## src/rtl/router_rx_pkg.sv

```systemverilog
// router_rx_pkg: shared types for the router port receiver.
// Holds the default byte width, FSM states and FIFO entry layout.
package router_rx_pkg;

  localparam int BYTE_W_DEF = 8;

  typedef enum logic [1:0] {
    WAIT_GAP,
    IDLE,
    RECV
  } rx_state_e;

  typedef struct packed {
    logic                  last;
    logic [BYTE_W_DEF-1:0] data;
  } rx_entry_t;

endpackage

```

## src/rtl/router_rx_fifo.sv

```systemverilog
// router_rx_fifo: synchronous FIFO of rx_entry_t, register-based.
// Ports: clk, reset_n, wr_en/wr_data, rd_en/rd_data, empty, drop.
// drop pulses when a write is refused because the FIFO is full
// and no read frees a slot in the same cycle. DEPTH: power of 2.
module router_rx_fifo
  import router_rx_pkg::*;
#(
  parameter int DEPTH = 16
) (
  input  logic      clk,
  input  logic      reset_n,
  input  logic      wr_en,
  input  rx_entry_t wr_data,
  input  logic      rd_en,
  output rx_entry_t rd_data,
  output logic      empty,
  output logic      drop
);

  localparam int AW = $clog2(DEPTH);
  localparam logic [AW:0] FULL_CNT = (AW+1)'(DEPTH);

  rx_entry_t     mem_q [DEPTH];
  rx_entry_t     mem_d [DEPTH];
  logic [AW-1:0] wr_ptr_q, wr_ptr_d;
  logic [AW-1:0] rd_ptr_q, rd_ptr_d;
  logic [AW:0]   cnt_q, cnt_d;
  logic          full;
  logic          do_wr;
  logic          do_rd;

  assign full    = cnt_q == FULL_CNT;
  assign empty   = cnt_q == '0;
  assign rd_data = mem_q[rd_ptr_q];

  always_comb begin
    mem_d    = mem_q;
    wr_ptr_d = wr_ptr_q;
    rd_ptr_d = rd_ptr_q;
    do_rd    = rd_en && !empty;
    // a pop in the same cycle frees the slot for a push when full
    do_wr    = wr_en && (!full || do_rd);
    drop     = wr_en && !do_wr;
    if (do_wr) begin
      mem_d[wr_ptr_q] = wr_data;
      wr_ptr_d        = wr_ptr_q + 1'b1;
    end
    if (do_rd) begin
      rd_ptr_d = rd_ptr_q + 1'b1;
    end
    cnt_d = cnt_q + {{AW{1'b0}}, do_wr}
                  - {{AW{1'b0}}, do_rd};
  end

  always_ff @(posedge clk or negedge reset_n) begin
    if (!reset_n) begin
      for (int i = 0; i < DEPTH; i++) begin
        mem_q[i] <= '0;
      end
      wr_ptr_q <= '0;
      rd_ptr_q <= '0;
      cnt_q    <= '0;
    end else begin
      mem_q    <= mem_d;
      wr_ptr_q <= wr_ptr_d;
      rd_ptr_q <= rd_ptr_d;
      cnt_q    <= cnt_d;
    end
  end

endmodule

```

## src/rtl/router_port_rx.sv

```systemverilog
// router_port_rx: receive end of one router output port.
// Deserialises frameo_n/valido_n/dout LSB first into bytes, buffers
// them in router_rx_fifo and presents byte_data/byte_last/byte_valid
// with byte_ready. busy = receiving; err_overflow/err_partial are
// sticky, cleared by err_clr. ROUTER_RX_STATS_EN adds pkt_count and
// err_count outputs.
module router_port_rx
  import router_rx_pkg::*;
#(
  parameter int FIFO_DEPTH = 16,
  parameter int BYTE_W     = BYTE_W_DEF
) (
  input  logic              clk,
  input  logic              reset_n,
  input  logic              frameo_n,
  input  logic              valido_n,
  input  logic              dout,
  output logic [BYTE_W-1:0] byte_data,
  output logic              byte_last,
  output logic              byte_valid,
  input  logic              byte_ready,
  output logic              busy,
  output logic              err_overflow,
  output logic              err_partial,
  input  logic              err_clr
`ifdef ROUTER_RX_STATS_EN
  ,
  output logic [15:0]       pkt_count,
  output logic [15:0]       err_count
`endif
);

  localparam int CW = $clog2(BYTE_W);
  localparam logic [CW-1:0] CNT_TOP = CW'(BYTE_W-1);

  rx_state_e         state_q, state_d;
  logic [CW-1:0]     cnt_q, cnt_d;
  logic [BYTE_W-1:0] shreg_q, shreg_d;
  logic              ovf_q, ovf_d;
  logic              part_q, part_d;

  logic              active;
  logic              end_cyc;
  logic              cap;
  logic              at_top;
  logic              push;
  logic              ev_partial;
  logic              ev_overflow;
  logic [BYTE_W-1:0] push_data;
  rx_entry_t         wr_entry;
  rx_entry_t         head;
  logic              empty;

  always_comb begin
    state_d    = state_q;
    cnt_d      = cnt_q;
    shreg_d    = shreg_q;
    push       = 1'b0;
    ev_partial = 1'b0;
    // IDLE already captures in the cycle frameo_n first drops
    active  = (state_q == RECV) ||
              (state_q == IDLE && !frameo_n);
    end_cyc = (state_q == RECV) && frameo_n;
    cap     = active && !valido_n;
    at_top  = cnt_q == CNT_TOP;
    if (cap) begin
      shreg_d[cnt_q] = dout;
      cnt_d = at_top ? '0 : cnt_q + 1'b1;
    end
    // shreg is zeroed after every push, so a short byte is 0-padded
    push_data = shreg_d;
    if (cap && at_top) begin
      push = 1'b1;
    end
    if (end_cyc) begin
      push       = 1'b1;
      ev_partial = !(cap && at_top);
      cnt_d      = '0;
    end
    if (push) begin
      shreg_d = '0;
    end
    unique case (state_q)
      WAIT_GAP: if (frameo_n)  state_d = IDLE;
      IDLE:     if (!frameo_n) state_d = RECV;
      RECV:     if (frameo_n)  state_d = IDLE;
      default:                 state_d = WAIT_GAP;
    endcase
  end

  always_comb begin
    wr_entry      = '0;
    wr_entry.last = frameo_n;
    wr_entry.data = push_data;
  end

  router_rx_fifo #(
    .DEPTH (FIFO_DEPTH)
  ) u_fifo (
    .clk     (clk),
    .reset_n (reset_n),
    .wr_en   (push),
    .wr_data (wr_entry),
    .rd_en   (byte_ready),
    .rd_data (head),
    .empty   (empty),
    .drop    (ev_overflow)
  );

  assign byte_data    = head.data;
  assign byte_last    = head.last;
  assign byte_valid   = !empty;
  assign busy         = state_q == RECV;
  assign err_overflow = ovf_q;
  assign err_partial  = part_q;

  // a new error event in the err_clr cycle keeps the flag set
  always_comb begin
    ovf_d  = err_clr ? 1'b0 : ovf_q;
    part_d = err_clr ? 1'b0 : part_q;
    if (ev_overflow) ovf_d  = 1'b1;
    if (ev_partial)  part_d = 1'b1;
  end

  always_ff @(posedge clk or negedge reset_n) begin
    if (!reset_n) begin
      state_q <= WAIT_GAP;
      cnt_q   <= '0;
      shreg_q <= '0;
      ovf_q   <= 1'b0;
      part_q  <= 1'b0;
    end else begin
      state_q <= state_d;
      cnt_q   <= cnt_d;
      shreg_q <= shreg_d;
      ovf_q   <= ovf_d;
      part_q  <= part_d;
    end
  end

`ifdef ROUTER_RX_STATS_EN
  logic [15:0] pkt_cnt_q, pkt_cnt_d;
  logic [15:0] err_cnt_q, err_cnt_d;
  logic        pkt_acc;

  assign pkt_acc = push && frameo_n && !ev_overflow;

  always_comb begin
    pkt_cnt_d = err_clr ? 16'h0 : pkt_cnt_q;
    err_cnt_d = err_clr ? 16'h0 : err_cnt_q;
    if (pkt_acc && pkt_cnt_d != 16'hFFFF) begin
      pkt_cnt_d = pkt_cnt_d + 16'h1;
    end
    // simultaneous overflow and partial count as one event
    if ((ev_overflow || ev_partial) &&
        err_cnt_d != 16'hFFFF) begin
      err_cnt_d = err_cnt_d + 16'h1;
    end
  end

  always_ff @(posedge clk or negedge reset_n) begin
    if (!reset_n) begin
      pkt_cnt_q <= '0;
      err_cnt_q <= '0;
    end else begin
      pkt_cnt_q <= pkt_cnt_d;
      err_cnt_q <= err_cnt_d;
    end
  end

  assign pkt_count = pkt_cnt_q;
  assign err_count = err_cnt_q;
`else
  // statistics counters are not built
`endif

endmodule

```

## config.mk

```make
export PLATFORM = sky130hd
export DESIGN_NAME = router_port_rx
export DESIGN_NICKNAME = d
export VERILOG_FILES = /design/src/rtl/router_rx_pkg.sv /design/src/rtl/router_rx_fifo.sv /design/src/rtl/router_port_rx.sv
export SDC_FILE = /design/constraint.sdc
export NUM_CORES = 1
export LEC_CHECK = 0
export ABC_CLOCK_PERIOD_IN_PS = 4400
export BUFFER_PORTS_ARGS = -buffer_cell sky130_fd_sc_hd__buf_2
export CAP_MARGIN = 20
export CORE_MARGIN = 2
export CORE_UTILIZATION = 55
export DETAILED_ROUTE_END_ITERATION = 8
export GPL_TIMING_DRIVEN = 1
export PLACE_DENSITY = 0.72
export SLEW_MARGIN = 20
export SYNTH_ARGS = -nofsm -noshare
export SYNTH_HDL_FRONTEND = slang
export SYNTH_SLANG_ARGS = --single-unit
```

## constraint.sdc

```tcl
create_clock -name clk -period 4.4 [get_ports clk]
set_input_delay 0.88 -clock clk [delete_from_list [all_inputs] [get_ports clk]]
set_output_delay 0.88 -clock clk [all_outputs]
set_load 0.02 [all_outputs]
```

### Yosys cells after proc, flatten, opt, wreduce, memory -nomap -nowiden

Index checks and enable logic that the tools add are counted.
W data, S select, Z words.

| operators by class | value |
|---|---|
| $add $sub $neg | 5 |
| magnitude comparators | 5 |
| equal/unequal tests | 6 |
| mux-type cells | 23 |
| bitwise gates (word level) | 2 |
| reductions and logical operators | 24 |

Operator list:

| operator | count |
|---|---|
| $bwmux W144 | 1 |
| $bmux W9 S4 | 1 |
| $demux W9 S4 | 1 |
| $mux W9 | 3 |
| $mux W8 | 2 |
| $ge A5 B5 Y1 const B | 2 |
| $not A4 Y5 | 2 |
| $logic_and A1 B1 Y1 | 9 |
| $mux W3 | 3 |
| $add A4 B1 Y4 const B | 2 |
| $bwmux W8 | 1 |
| $mux W1 | 7 |
| $logic_not A1 Y1 | 6 |
| $reduce_bool A2 Y1 | 3 |
| $add A5 B1 Y5 | 1 |
| $eq A5 B5 Y1 const B | 1 |
| $logic_not A5 Y1 | 1 |
| $lt A5 B1 Y1 const B | 1 |
| $sub A5 B1 Y5 | 1 |
| $lt A3 B4 Y1 const B | 1 |
| $mux W2 | 2 |
| $pmux W2 S2 | 1 |
| $add A3 B1 Y3 const B | 1 |
| $demux W1 S3 | 1 |
| 10 further kinds | 11 |

| storage, ports and cells | value |
|---|---|
| register bits | 172 |
| input bits | 7 |
| output and inout bits | 13 |
| word-level logic and storage cells | 105 |

### Longest topological paths before layout

Gate-level depths: netlist of the first run.

| depth | value |
|---|---|
| depth in word-level cells | 11 |
| mapped depth | 13 |
| gate-level depth less buffers | 12 |

### By module

Synthesis of the first run repeated with hierarchy kept, for this count alone.

| unflattened totals | value |
|---|---|
| cells, all modules | 589 |
| area total of the unflattened synthesis | 8315.5 µm² |

Modules (own cells, without submodules):

| module | instances | cells each | area an instance (µm²) | sequential area each (µm²) |
|---|---|---|---|---|
| router_rx_fifo | 1 | 503 | 7432.1 | 3928.8 |
| router_port_rx | 1 | 86 | 883.3 | 375.4 |

### Worst setup path before layout of the first run

Ideal clock, no wire load.

| timing path | value |
|---|---|
| path kind | input to register |
| from | input byte_ready |
| to | register u_fifo.cnt_q[4] |
| setup time | 0.123 ns |
| arrival time | 2.812 ns |
| data required time | 4.277 ns |
| slack | 1.465 ns |
| stages on the path | 10 |
| path buffers | 2 |
| cell sequence | and4b_1 > buf_2 > buf_2 > a21oi_2 > ha_1 > fa_1 > a21oi_1 > nor2_1 > nor2_1 > xnor2_1 |

| on the way | value |
|---|---|
| longest elaborated chain between the ends | 5 |

RTL lines:

| what | RTL line | RTL |
|---|---|---|
| start: declaration | router_port_rx.sv:21 | `input logic byte_ready,` |
| $logic_and A1 B1 Y1 | router_rx_fifo.sv:40 | `do_rd = rd_en && !empty;` |
| $logic_or A1 B1 Y1 | router_rx_fifo.sv:42 | `do_wr = wr_en && (!full \|\| do_rd);` |
| $logic_and A1 B1 Y1 | router_rx_fifo.sv:42 |  |
| via u_fifo.do_wr | router_rx_fifo.sv:29 | `logic do_wr;` |
| $add A5 B1 Y5 | router_rx_fifo.sv:51 | `cnt_d = cnt_q + {{AW{1'b0}}, do_wr}` |
| $sub A5 B1 Y5 | router_rx_fifo.sv:52 | `- {{AW{1'b0}}, do_rd};` |
| via u_fifo.cnt_d[4] | router_rx_fifo.sv:27 | `logic [AW:0] cnt_q, cnt_d;` |
| end signal: assignment | router_rx_fifo.sv:67 | `cnt_q <= cnt_d;` |
| end: declaration | router_rx_fifo.sv:27 |  |

The timed path passes the listed nets, and every way through them passes these cells.
A chain may end at the register's enable or synchronous reset.

### Worst setup path in the final report of the first run

| timing path | value |
|---|---|
| from | register u_fifo.rd_ptr_q[0] |
| to | output byte_last |

| on the way | value |
|---|---|
| longest elaborated chain between the ends | 4 |

RTL lines:

| what | RTL line | RTL |
|---|---|---|
| start: declaration | router_rx_fifo.sv:26 | `logic [AW-1:0] rd_ptr_q, rd_ptr_d;` |
| start signal: assignment | router_rx_fifo.sv:66 | `rd_ptr_q <= rd_ptr_d;` |
| $not A4 Y5 (implied by the code) | router_rx_fifo.sv:34 | `assign rd_data = mem_q[rd_ptr_q];` |
| $bmux W9 S4 | router_rx_fifo.sv:34 |  |
| $mux W9 (implied by the code) (2 in series) | router_rx_fifo.sv:34 |  |
| end: declaration | router_port_rx.sv:19 | `output logic byte_last,` |

No other way between the ends. The select of a mux whose other input is x is not followed.

==> run summary, run 1 <==
• outcome: finished, final reports clean
• leakage power: 3.96 nW
• fraction of layout instances using a drive strength above 1: 23.1%
• hold violation count in the final report: 0
• EDFF count, synth: 0
• portion of the post-synthesis area used by sequential elements: 53.0%
• initial drt markers: 481
• clock tree from TritonCTS: built
• CP startpoint kind: register
• vias post-DR: 5296
• sum of routed wire length over all layers: 17900 um
• Via density: 5.98
• Min Clock Period, post-route: 3770 ps
• x dimension of the die: 126 um
• die outline height: 126 um
• maximum number of pins on one net before global-route repair: 94
• transition time at the pin with the least slew margin: 1070 ps
• library cell with the largest summed area after synthesis: dfrtp_1
• Slew HR: 27.5%
• launching instance or port of the critical path: u_fifo.rd_ptr_q[0]$_DFFE_PN0P_
• post-detailed-route wirelength per cell: 20.2 um
• power consumption: 5.96 mW
• first-pass GRT wire length: 29200 um
• IO buf count: 19
• final setup TNS: 0 ps
• critical path class: reg2out
• Worst IR Drop VDD: 0.000344 V
• number of CTS-inserted buffers: 17
• post-detailed-route DRC marker count: 0
• utilization of the core after routing: 61.1%
• timing-limited maximum frequency: 265 MHz
• fraction of registers with async set/reset: 100%
• WHS: 514 ps
• DIE AREA: 15800 um2
• hold buffer count at cts: 0
• area inside the core boundary: 14500 um2
• library cell with the highest instance count after synthesis: dfrtp_1
• pre-CTS setup slack: 1040 ps
• final count of negative-setup-slack endpoints: 0
• DRT Pass-1 Iters: 5
• crit-path max FO: 26
• initial antenna violation count: 0
• post-synthesis register bit count: 172
• primary flip-flop cell chosen by synthesis mapping: dfrtp_1
• Ant. Diodes: 0
• maximum level of the CTS H-tree: 4
• setup repair after global routing missed its margin: no
• final std cell area, no fill: 8840 um2
• Antenna Violating Nets Remaining: 0
• synth top area cells: dfrtp_1 (53%), mux4_2 (12%), a21oi_1 (8.1%)
• number of I/O pins: 20
• vias in the first global route: 5494
• number of cells produced by synthesis: 685
• launch point of the worst reg-to-reg path: cnt_q[1]$_DFFE_PN0P_
• crit end category: output pin
• Post-CTS Resized: 0
• Cell Pwr Density: 674 nW/um2
• Yosys cell types: 40
• Clock Skews: 6.75 ps
• net count reported at finish: 710
• CTS Sinks: 172
• aggregate global routing overflow: 0
• number of warning messages in the yosys log: 0
• RD Place Congestion: 0.794
• register clock-pin slew on the reported worst setup and hold paths: 60 ps
• Net Count, Synth: 706
• dpl cells: 854
• Final period util: 85.7%
• slack of the critical path: 627 ps
• count of non-filler cells in the finished layout: 886
• instance area after placement: 8270 um2
• FP Rows: 44
• number of post-CTS setup repair buffers: 0
• clock tree root buffer cell: clkbuf_16
• overall routing resource usage: 24.3%
• FILL cells: 1091
• Crit path required time: 3520 ps
• share of Yosys cell area claimed by the top area cell type: 53.0%
• clk_lat worst skew: 430 ps
• worst min-delay path class: reg2reg
• clock buffer depth: 2
• area delta synth->final: 8.89%
• starting utilization of the core area: 56.1%
• Detail Placement HPWL: 11600 um
• Synth Area per Inst: 11.9 um2
• critical path arrival: 2890 ps
• number of max-cap violations: 0
• Min-Delay Startpoint: u_fifo.mem_q[125]$_DFFE_PN0P_
• most instantiated cells after synthesis: dfrtp_1 (172), nor2_1 (145), a21oi_1 (131)
• Post-Synthesis Cell Area: 8120 um2
• Max Transition Viols Final: 0
cells in the final DEF (no fill, tap or decap), types with 3 or more instances in the layout:
cell type	count
a211oi_4	8
nand2_1	17
a21oi_2	3
nand4_1	4
clkbuf_16	17
inv_1	11
clkinv_4	3
a211oi_2	8
mux4_2	45
mux2i_2	8
a21oi_1	131
a22oi_1	3
nand3b_1	3
a22o_1	3
inv_6	3
nand3_1	7
ha_1	13
xor2_1	3
nor2_1	145
xnor2_1	7
mux2_2	17
nor2b_1	6
clkinv_2	3
buf_4	15
dfrtp_1	171
buf_2	18
a221o_1	3
metal layers:
metal | share of wire (%) | vias to the layer above | track usage (%)
met5 | 0 | - | 0
met4 | 2.9 | 0 | 10.1
met3 | 4.0 | 36 | 4.88
met2 | 49 | 118 | 39.0
met1 | 44 | 2712 | 32.9
li1 | - | 2430 | -
critical path: stages, from the launching register on:
cell and delay, ps:
dfrtp_2 930, buf_4 340, mux4_2 520, mux4_2 480, buf_2 180
cells by family (layout without fill, tap and decap cells):
kind of cell               after synthesis  after routing  synth area share, %
AOI/OAI and AO/OA                      165            165                 13.1
xor gates and xnor gates                10             10                 1.08
adders and majority gates               14             14                 2.25
buffers and inverters                   62             79                 4.41
DFF                                    172            172                 53.0
muxes                                   70             70                 16.2
and+or+nand+nor                        192            192                 9.97
registers in the layout, summed over array words and instances, names as in the netlist:
| register | count |
|---|---|
| u_fifo.wr_ptr_q | 4 |
| u_fifo.mem_q | 144 |
| u_fifo.cnt_q | 5 |
| err_overflow | 1 |
| state_q | 2 |
| cnt_q | 3 |
| err_partial | 1 |
| shreg_q | 8 |
| u_fifo.rd_ptr_q | 4 |
final timing paths:
path / endpoint / slack [ps] / cells after the start
max: byte_last / 630 / 4
min: u_fifo.mem_q[125]$_DFFE_PN0P_ / 510 / 1
max reg2reg: u_fifo.cnt_q[4]$_DFF_PN0_ / 1430 / 12
min reg2reg: u_fifo.mem_q[125]$_DFFE_PN0P_ / 510 / 1
max in group asynchronous: u_fifo.mem_q[128]$_DFFE_PN0P_ / 2970 / 2
min in group asynchronous: u_fifo.mem_q[111]$_DFFE_PN0P_ / 520 / 1
report_power, final:
group	switching (mW)	leakage (nW)	internal [mW]	total [mW]
clock network	0.624	0.277	0.813	1.44
logic	0.971	1.40	0.968	1.94
registers	0.470	2.28	2.12	2.59
final cells by class:
type / instances / area [um2] / area share (%)
timing repair buffer: 35 / 234 / 2.65
inverter: 12 / 45.0 / 0.509
clock inverter: 12 / 113 / 1.27
tap: 184 / 230 / 2.60
multi-input combinational: 451 / 3460 / 39.1
sequential: 172 / 4310 / 48.7
clock buffer: 20 / 457 / 5.16
Power figures use the tool's default switching activity.
==> run 2: changes to the inputs <==
Settings changed: ABC_AREA set to 1, PLACE_DENSITY 0.72 to 0.71.
==> run summary, run 2 <==
• outcome: finished, final reports clean
• Slew HR: 32.1%, +4.6 points
• leading registers by flop count: u_fifo.mem_q: 144 flops, shreg_q: 8 flops, u_fifo.cnt_q: 5 flops
• DRT Pass-1 Iters: 5, unchanged
• final setup TNS: 0 ps, unchanged
• DIE AREA: 16700 um2, +6.0%
• slack of the critical path: 1050 ps, +418 ps
• maximum number of pins on one net before global-route repair: 100, +6.4%
• clock tree from TritonCTS: built
• Final period util: 76.2%, -9.5 points
• critical path class: reg2out
• post-synthesis register bit count: 172, unchanged
• register clock-pin slew on the reported worst setup and hold paths: 60 ps, about the same
• Post-Synthesis Cell Area: 8630 um2, +6.2%
• Max Transition Viols Final: 0, unchanged
• CP startpoint kind: register
• most frequent cells in the layout: nand2_1 (213), dfrtp_1 (171), o21ai_0 (127), nor2_1 (112), o21ai_2 (61)
• most instantiated cells after synthesis: nand2_1 (213), dfrtp_1 (172), o21ai_0 (127)
• portion of the post-synthesis area used by sequential elements: 49.9%, -3.1 points
• post-detailed-route DRC marker count: 0, unchanged
• share of Yosys cell area claimed by the top area cell type: 49.9%, -3.1 points
• library cell with the highest instance count after synthesis: nand2_1
• Post-CTS Resized: 0, unchanged
• fraction of layout instances using a drive strength above 1: 16.2%, -6.9 points
• post-detailed-route wirelength per cell: 16.1 um, -21%
• Synth Area per Inst: 8.80 um2, -26%
• FILL cells: 1337, +23%
• most common cell after layout, fill and taps aside: nand2_1
• RD Place Congestion: 0.794, about the same
• Clock Skews: 8.68 ps, +1.93 ps
• Min Clock Period, post-route: 3350 ps, -418 ps
• crit-path max FO: 55, +110%
• critical path arrival: 2470 ps, -420 ps
• net count reported at finish: 990, +39%
• library cell contributing the largest single delay on the critical path: inv_2
• Critical Path, Cell by Cell: inv_2 -> nor2_1 -> nor2_1 -> o21ai_0 -> nand3_1 -> nand3_1 -> nand2_1 -> buf_2
• final std cell area, no fill: 9300 um2, +5.2%
• register ranked first by flip-flop count: u_fifo.mem_q
• worst min-delay path class: reg2reg
• number of post-CTS setup repair buffers: 0, unchanged
• Yosys cell types: 31, -23%
• clk_lat worst skew: 430 ps, about the same
• number of cells produced by synthesis: 980, +43%
• FP Rows: 45, +2.3%
• EDFF count, synth: 0, unchanged
• library cell with the largest summed area after synthesis: dfrtp_1
• Detail Placement HPWL: 11500 um, -0.76%
• Worst IR Drop VDD: 0.000412 V, +20%
• Ant. Diodes: 0, unchanged
• delay of the slowest cell on the worst path: 730 ps, -200 ps
• x dimension of the die: 129 um, +3.0%
• cell family contributing the most delay on the critical path: buffers and inverters
• final count of negative-setup-slack endpoints: 0, unchanged
• Net Count, Synth: 1001, +42%
• hold buffer count at cts: 0, unchanged
• IO buf count: 19, unchanged
• timing-limited maximum frequency: 298 MHz, +12%
• number of max-cap violations: 0, unchanged
• starting utilization of the core area: 56.5%, +0.46 points
• crit end category: output pin
• hold violation count in the final report: 0, unchanged
• area delta synth->final: 7.83%
• first-pass GRT wire length: 31900 um, +9.3%
• initial antenna violation count: 0, unchanged
• primary flip-flop cell chosen by synthesis mapping: dfrtp_1
• pre-CTS setup slack: 1280 ps, +239 ps
• aggregate global routing overflow: 0, unchanged
• die outline height: 129 um, +3.0%
• number of warning messages in the yosys log: 0, unchanged
• overall routing resource usage: 24.6%, +0.30 points
• vias in the first global route: 6127, +12%
• WHS: 474 ps, -39.7 ps
• Cell Pwr Density: 720 nW/um2, +6.9%
• synth top area cells: dfrtp_1 (50%), nand2_1 (9.3%), o21ai_0 (7.4%)
• instance area after placement: 8690 um2, +5.1%
• vias post-DR: 6555, +24%
• Via density: 5.49, -8.1%
• transition time at the pin with the least slew margin: 1020 ps, -49.6 ps
• minimum setup slack among reg-to-reg paths: 1600 ps, +170 ps
• number of I/O pins: 20, unchanged
• clock buffer depth: 2, unchanged
• initial drt markers: 562, +17%
• leakage power: 4.26 nW, +7.6%
• Antenna Violating Nets Remaining: 0, unchanged
• clock tree root buffer cell: clkbuf_16
• fraction of registers with async set/reset: 100%, unchanged
• Crit path required time: 3520 ps, about the same
• number of CTS-inserted buffers: 17, unchanged
• max FFs per register: 144, unchanged
• maximum level of the CTS H-tree: 4, unchanged
• setup repair after global routing missed its margin: no
• area inside the core boundary: 15300 um2, +5.4%
• WP buf/inv: 2, unchanged
• sum of routed wire length over all layers: 19200 um, +7.0%
• CTS Sinks: 172, unchanged
run 2: cells by family (layout without fill, tap and decap cells):
| family | count (synthesis) | after routing | share of synthesized area (%) |
|---|---|---|---|
| and+or+nand+nor | 397 | 397 | 20.7 |
| DFF | 172 | 172 | 49.9 |
| xor gates and xnor gates | 10 | 10 | 1.02 |
| buffers and inverters | 115 | 117 | 6.71 |
| AOI/OAI and AO/OA | 272 | 272 | 19.6 |
| adders and majority gates | 14 | 14 | 2.12 |
run 2: per-stage QoR:
stage          util (%)  power, mW  instances
3_3_place_gp       57.0       5.11       1161
3_5_place_dp       57.0       5.17       1161
5_1_grt            61.0       7.21       1193
4_1_cts            61.0       6.73       1193
2_1_floorplan         -       4.52        980
6_report           61.0       6.70       1193
run 2: area by class of cell:
type	instances	area (um2)	area share [%]
Clock buffer	20	467	5.02
Clock inverter	12	144	1.55
Timing Repair Buffer	27	161	1.73
Sequential cell	172	4310	46.3
Tap cell	211	264	2.84
Inverter	58	218	2.34
Multi-Input combinational cell	693	3740	40.3
run 2: path summary, 6_finish.rpt:
| path | start | endpoint | cells after the start |
|---|---|---|---|
| worst max-delay path | u_fifo.rd_ptr_q[0]$_DFFE_PN0P_ | byte_data[5] | 8 |
| worst min-delay path | u_fifo.mem_q[80]$_DFFE_PN0P_ | u_fifo.mem_q[80]$_DFFE_PN0P_ | 2 |
| worst max register to register | u_fifo.cnt_q[3]$_DFF_PN0_ | u_fifo.cnt_q[4]$_DFF_PN0_ | 13 |
| worst min register to register | u_fifo.mem_q[80]$_DFFE_PN0P_ | u_fifo.mem_q[80]$_DFFE_PN0P_ | 2 |
| max in group asynchronous | reset_n | u_fifo.rd_ptr_q[1]$_DFFE_PN0P_ | 2 |
| min in group asynchronous | reset_n | shreg_q[0]$_DFF_PN0_ | 1 |
run 2: worst register-to-register path: stages, from the launching register on:
cell     delay, ps
dfrtp_1        390
inv_1           80
ha_1           160
nand2_1         70
nor2_2         140
nand2_2        390
nand2_2        260
inv_1          110
ha_1           240
fa_1           410
a21oi_1        160
nor2_1          50
nor2_1         110
xor2_1         150
run 2: power by group:
group          internal [mW]  total [mW]  switching, mW  leakage [nW]
registers               2.13        2.45          0.318          2.30
clock network          0.932        1.54          0.609         0.301
logic                  0.894        2.71           1.82          1.66
total                   3.96        6.70           2.75          4.26
run 2: routing by layer:
metal | share of wire, % | track usage [%] | up-vias
met5 | 0 | 0 | -
met4 | 1.3 | 6.46 | 0
met3 | 4.4 | 5.16 | 21
met2 | 48 | 40.0 | 135
met1 | 46 | 34.0 | 3164
li1 | - | - | 3235
==> run 3: changes to the inputs <==
Settings changed: ABC_CLOCK_PERIOD_IN_PS 4400 to 2900, PLACE_DENSITY 0.71 to 0.74.
Clock period 4.4 ns to 2.9 ns, I/O delays scaled along.
==> run summary, run 3 (same netlist as run 2, synthesis figures left out) <==
• crit-path max FO: 14, -75%
• power consumption: 10.3 mW, +54%
• final count of negative-setup-slack endpoints: 0, unchanged
• dpl cells: 1168, +0.60%
• maximum number of pins on one net before global-route repair: 78, -22%
• delay of the slowest cell on the worst path: 440 ps, -290 ps
• WP depth: 9, +1
• Antenna Violating Nets Remaining: 0, unchanged
• FF+latch area: 4310 um2, unchanged
• clk_lat worst skew: 440 ps, about the same
• Worst IR Drop VDD: 0.000588 V, +43%
• RD Place Congestion: 0.784, -1.2%
• count of non-filler cells in the finished layout: 1200, +0.59%
• Clock Skews: 8.06 ps, -0.622 ps
• number of max-cap violations: 0, unchanged
• final std cell area, no fill: 9360 um2, +0.59%
• sum of routed wire length over all layers: 19900 um, +4.0%
• leakage power: 4.27 nW, +0.40%
• hold buffer count at cts: 0, unchanged
• outcome: finished, final reports clean
• Slew HR: 53.0%, +21 points
• starting utilization of the core area: 56.5%, unchanged
• CP startpoint kind: register
• Crit path required time: 2320 ps, -1200 ps
• DRT Pass-1 Iters: 5, unchanged
• area inside the core boundary: 15300 um2, unchanged
• Detail Placement HPWL: 12500 um, +8.7%
• vias in the first global route: 6375, +4.0%
• switching share of power: 42.3%, +1.3 points
• pre-CTS setup slack: 313 ps, -964 ps
• CTS Sinks: 172, unchanged
• post-detailed-route DRC marker count: 0, unchanged
• x dimension of the die: 129 um, unchanged
• initial antenna violation count: 0, unchanged
• area delta synth->final: 8.47%
• utilization of the core after routing: 61.3%, +0.36 points
• area taken by multi-input logic gates: 3740 um2, unchanged
• hold violation count in the final report: 0, unchanged
• fraction of layout instances using a drive strength above 1: 16.6%, +0.39 points
• most frequent cells in the layout: nand2_1 (213), dfrtp_1 (171), o21ai_0 (127), nor2_1 (112), o21ai_2 (61)
• final setup TNS: 0 ps, unchanged
• overall routing resource usage: 25.9%, +1.2 points
• clock share of power: 21.6%, -1.4 points
• initial drt markers: 765, +36%
• Ant. Diodes: 0, unchanged
• die outline height: 129 um, unchanged
• leading registers by flop count: u_fifo.mem_q: 144 flops, shreg_q: 8 flops, u_fifo.cnt_q: 5 flops
• number of post-CTS setup repair buffers: 0, unchanged
• Critical Path, Cell by Cell: inv_2 -> buf_4 -> nor2_1 -> nor2_1 -> o21ai_0 -> nand3_1 -> nand3_1 -> nand2_1 -> buf_2
• clock buffer depth: 2, unchanged
• part of the total power dissipated in combinational logic: 42.3%, +1.8 points
• critical path arrival: 2190 ps, -280 ps
• vias post-DR: 6761, +3.1%
• library cell contributing the largest single delay on the critical path: dfrtp_2
• Reg power frac: 36.2%, -0.3 points
• WHS: 79.1 ps, -395 ps
• slack of the critical path: 131 ps, -914 ps
• register ranked first by flip-flop count: u_fifo.mem_q
• timing-limited maximum frequency: 361 MHz
• internal power: 5.94 mW, +50%
• worst min-delay path class: in2async
• register clock-pin slew on the reported worst setup and hold paths: 60 ps, about the same
• Max Transition Viols Final: 0, unchanged
• critical path class: reg2out
• number of cells on the worst reg-to-reg path: 12, -1
• setup repair after global routing missed its margin: no
• FILL cells: 1326, -0.82%
• Final period util: 95.5%
• cell family contributing the most delay on the critical path: buffers and inverters
• Cell Pwr Density: 1100 nW/um2, +53%
• instance area after placement: 8780 um2, +1.0%
• aggregate global routing overflow: 0, unchanged
• DIE AREA: 16700 um2, unchanged
• FP Rows: 45, unchanged
• IO buf count: 19, unchanged
• maximum level of the CTS H-tree: 4, unchanged
• transition time at the pin with the least slew margin: 700 ps, -317 ps
• crit end category: output pin
• net switching power: 4.35 mW, +58%
• number of I/O pins: 20, unchanged
• Via density: 5.63, +2.5%
• clock tree from TritonCTS: built
• Post-CTS Resized: 0, unchanged
• number of CTS-inserted buffers: 17, unchanged
• net count reported at finish: 997, +0.71%
• Min Clock Period, post-route: 2770 ps
• post-detailed-route wirelength per cell: 16.6 um, +3.4%
• WP buf/inv: 3, +1
• max FFs per register: 144, unchanged
• clock tree root buffer cell: clkbuf_16
• first-pass GRT wire length: 33400 um, +4.5%
• most common cell after layout, fill and taps aside: nand2_1
==> run 3: changes by cell type in the layout (fill, tap and decap cells not counted), sizes merged <==
cell,change
bufinv,-2
clkinvlp,+2
buf,+7
clkinv,-3
clkbuf,+3
==> run 3: routing by layer <==
metal	part of all wire (%)	routed length (um)	global-route usage, %
met5	0	0	0
met4	1.5	303	8.95
met3	5.8	1150	5.78
met2	47	9290	39.6
met1	46	9180	36.6
==> run 3: worst register-to-register path, delay by kind of cell (launching register included) <==
kind	cells	cell delay, ps
AOI/OAI and AO/OA	1	170
xor gates and xnor gates	1	180
adders and majority gates	4	1100
buffers and inverters	1	90
DFF	1	480
and+or+nand+nor	5	550
==> run 3: cell type report <==
type / count / share of cell area (%)
Inverter: 58 / 2.33
Multi-Input combinational cell: 693 / 40.0
Sequential cell: 172 / 46.0
Tap cell: 211 / 2.82
Clock inverter: 9 / 0.936
Timing Repair Buffer: 34 / 2.69
Clock buffer: 23 / 5.21
==> run 3: path summary, 6_finish.rpt <==
check / from / end / slack [ps]
setup reg to reg: cnt_q[0]$_DFFE_PN0P_ / u_fifo.cnt_q[4]$_DFF_PN0_ / 260
hold reg to reg: u_fifo.mem_q[78]$_DFFE_PN0P_ / u_fifo.mem_q[78]$_DFFE_PN0P_ / 480
hold / removal: reset_n / u_fifo.mem_q[128]$_DFFE_PN0P_ / 80
setup / recovery: u_fifo.rd_ptr_q[0]$_DFFE_PN0P_ / byte_data[0] / 130
min in group clk: err_clr / err_overflow$_DFFE_PN0P_ / 340
max in group asynchronous: reset_n / u_fifo.mem_q[50]$_DFFE_PN0P_ / 2080
==> run 3: power groups by stage <==
stage                     sequential [mW]  combinational (mW)  clock (mW)
after detailed placement             3.74                4.32           0
after global placement               3.72                4.23           0
after floorplan                      3.60                3.25           0
final                                3.72                4.35        2.22
after global routing                 3.82                4.89        2.35
after CTS                            3.71                4.34        2.24
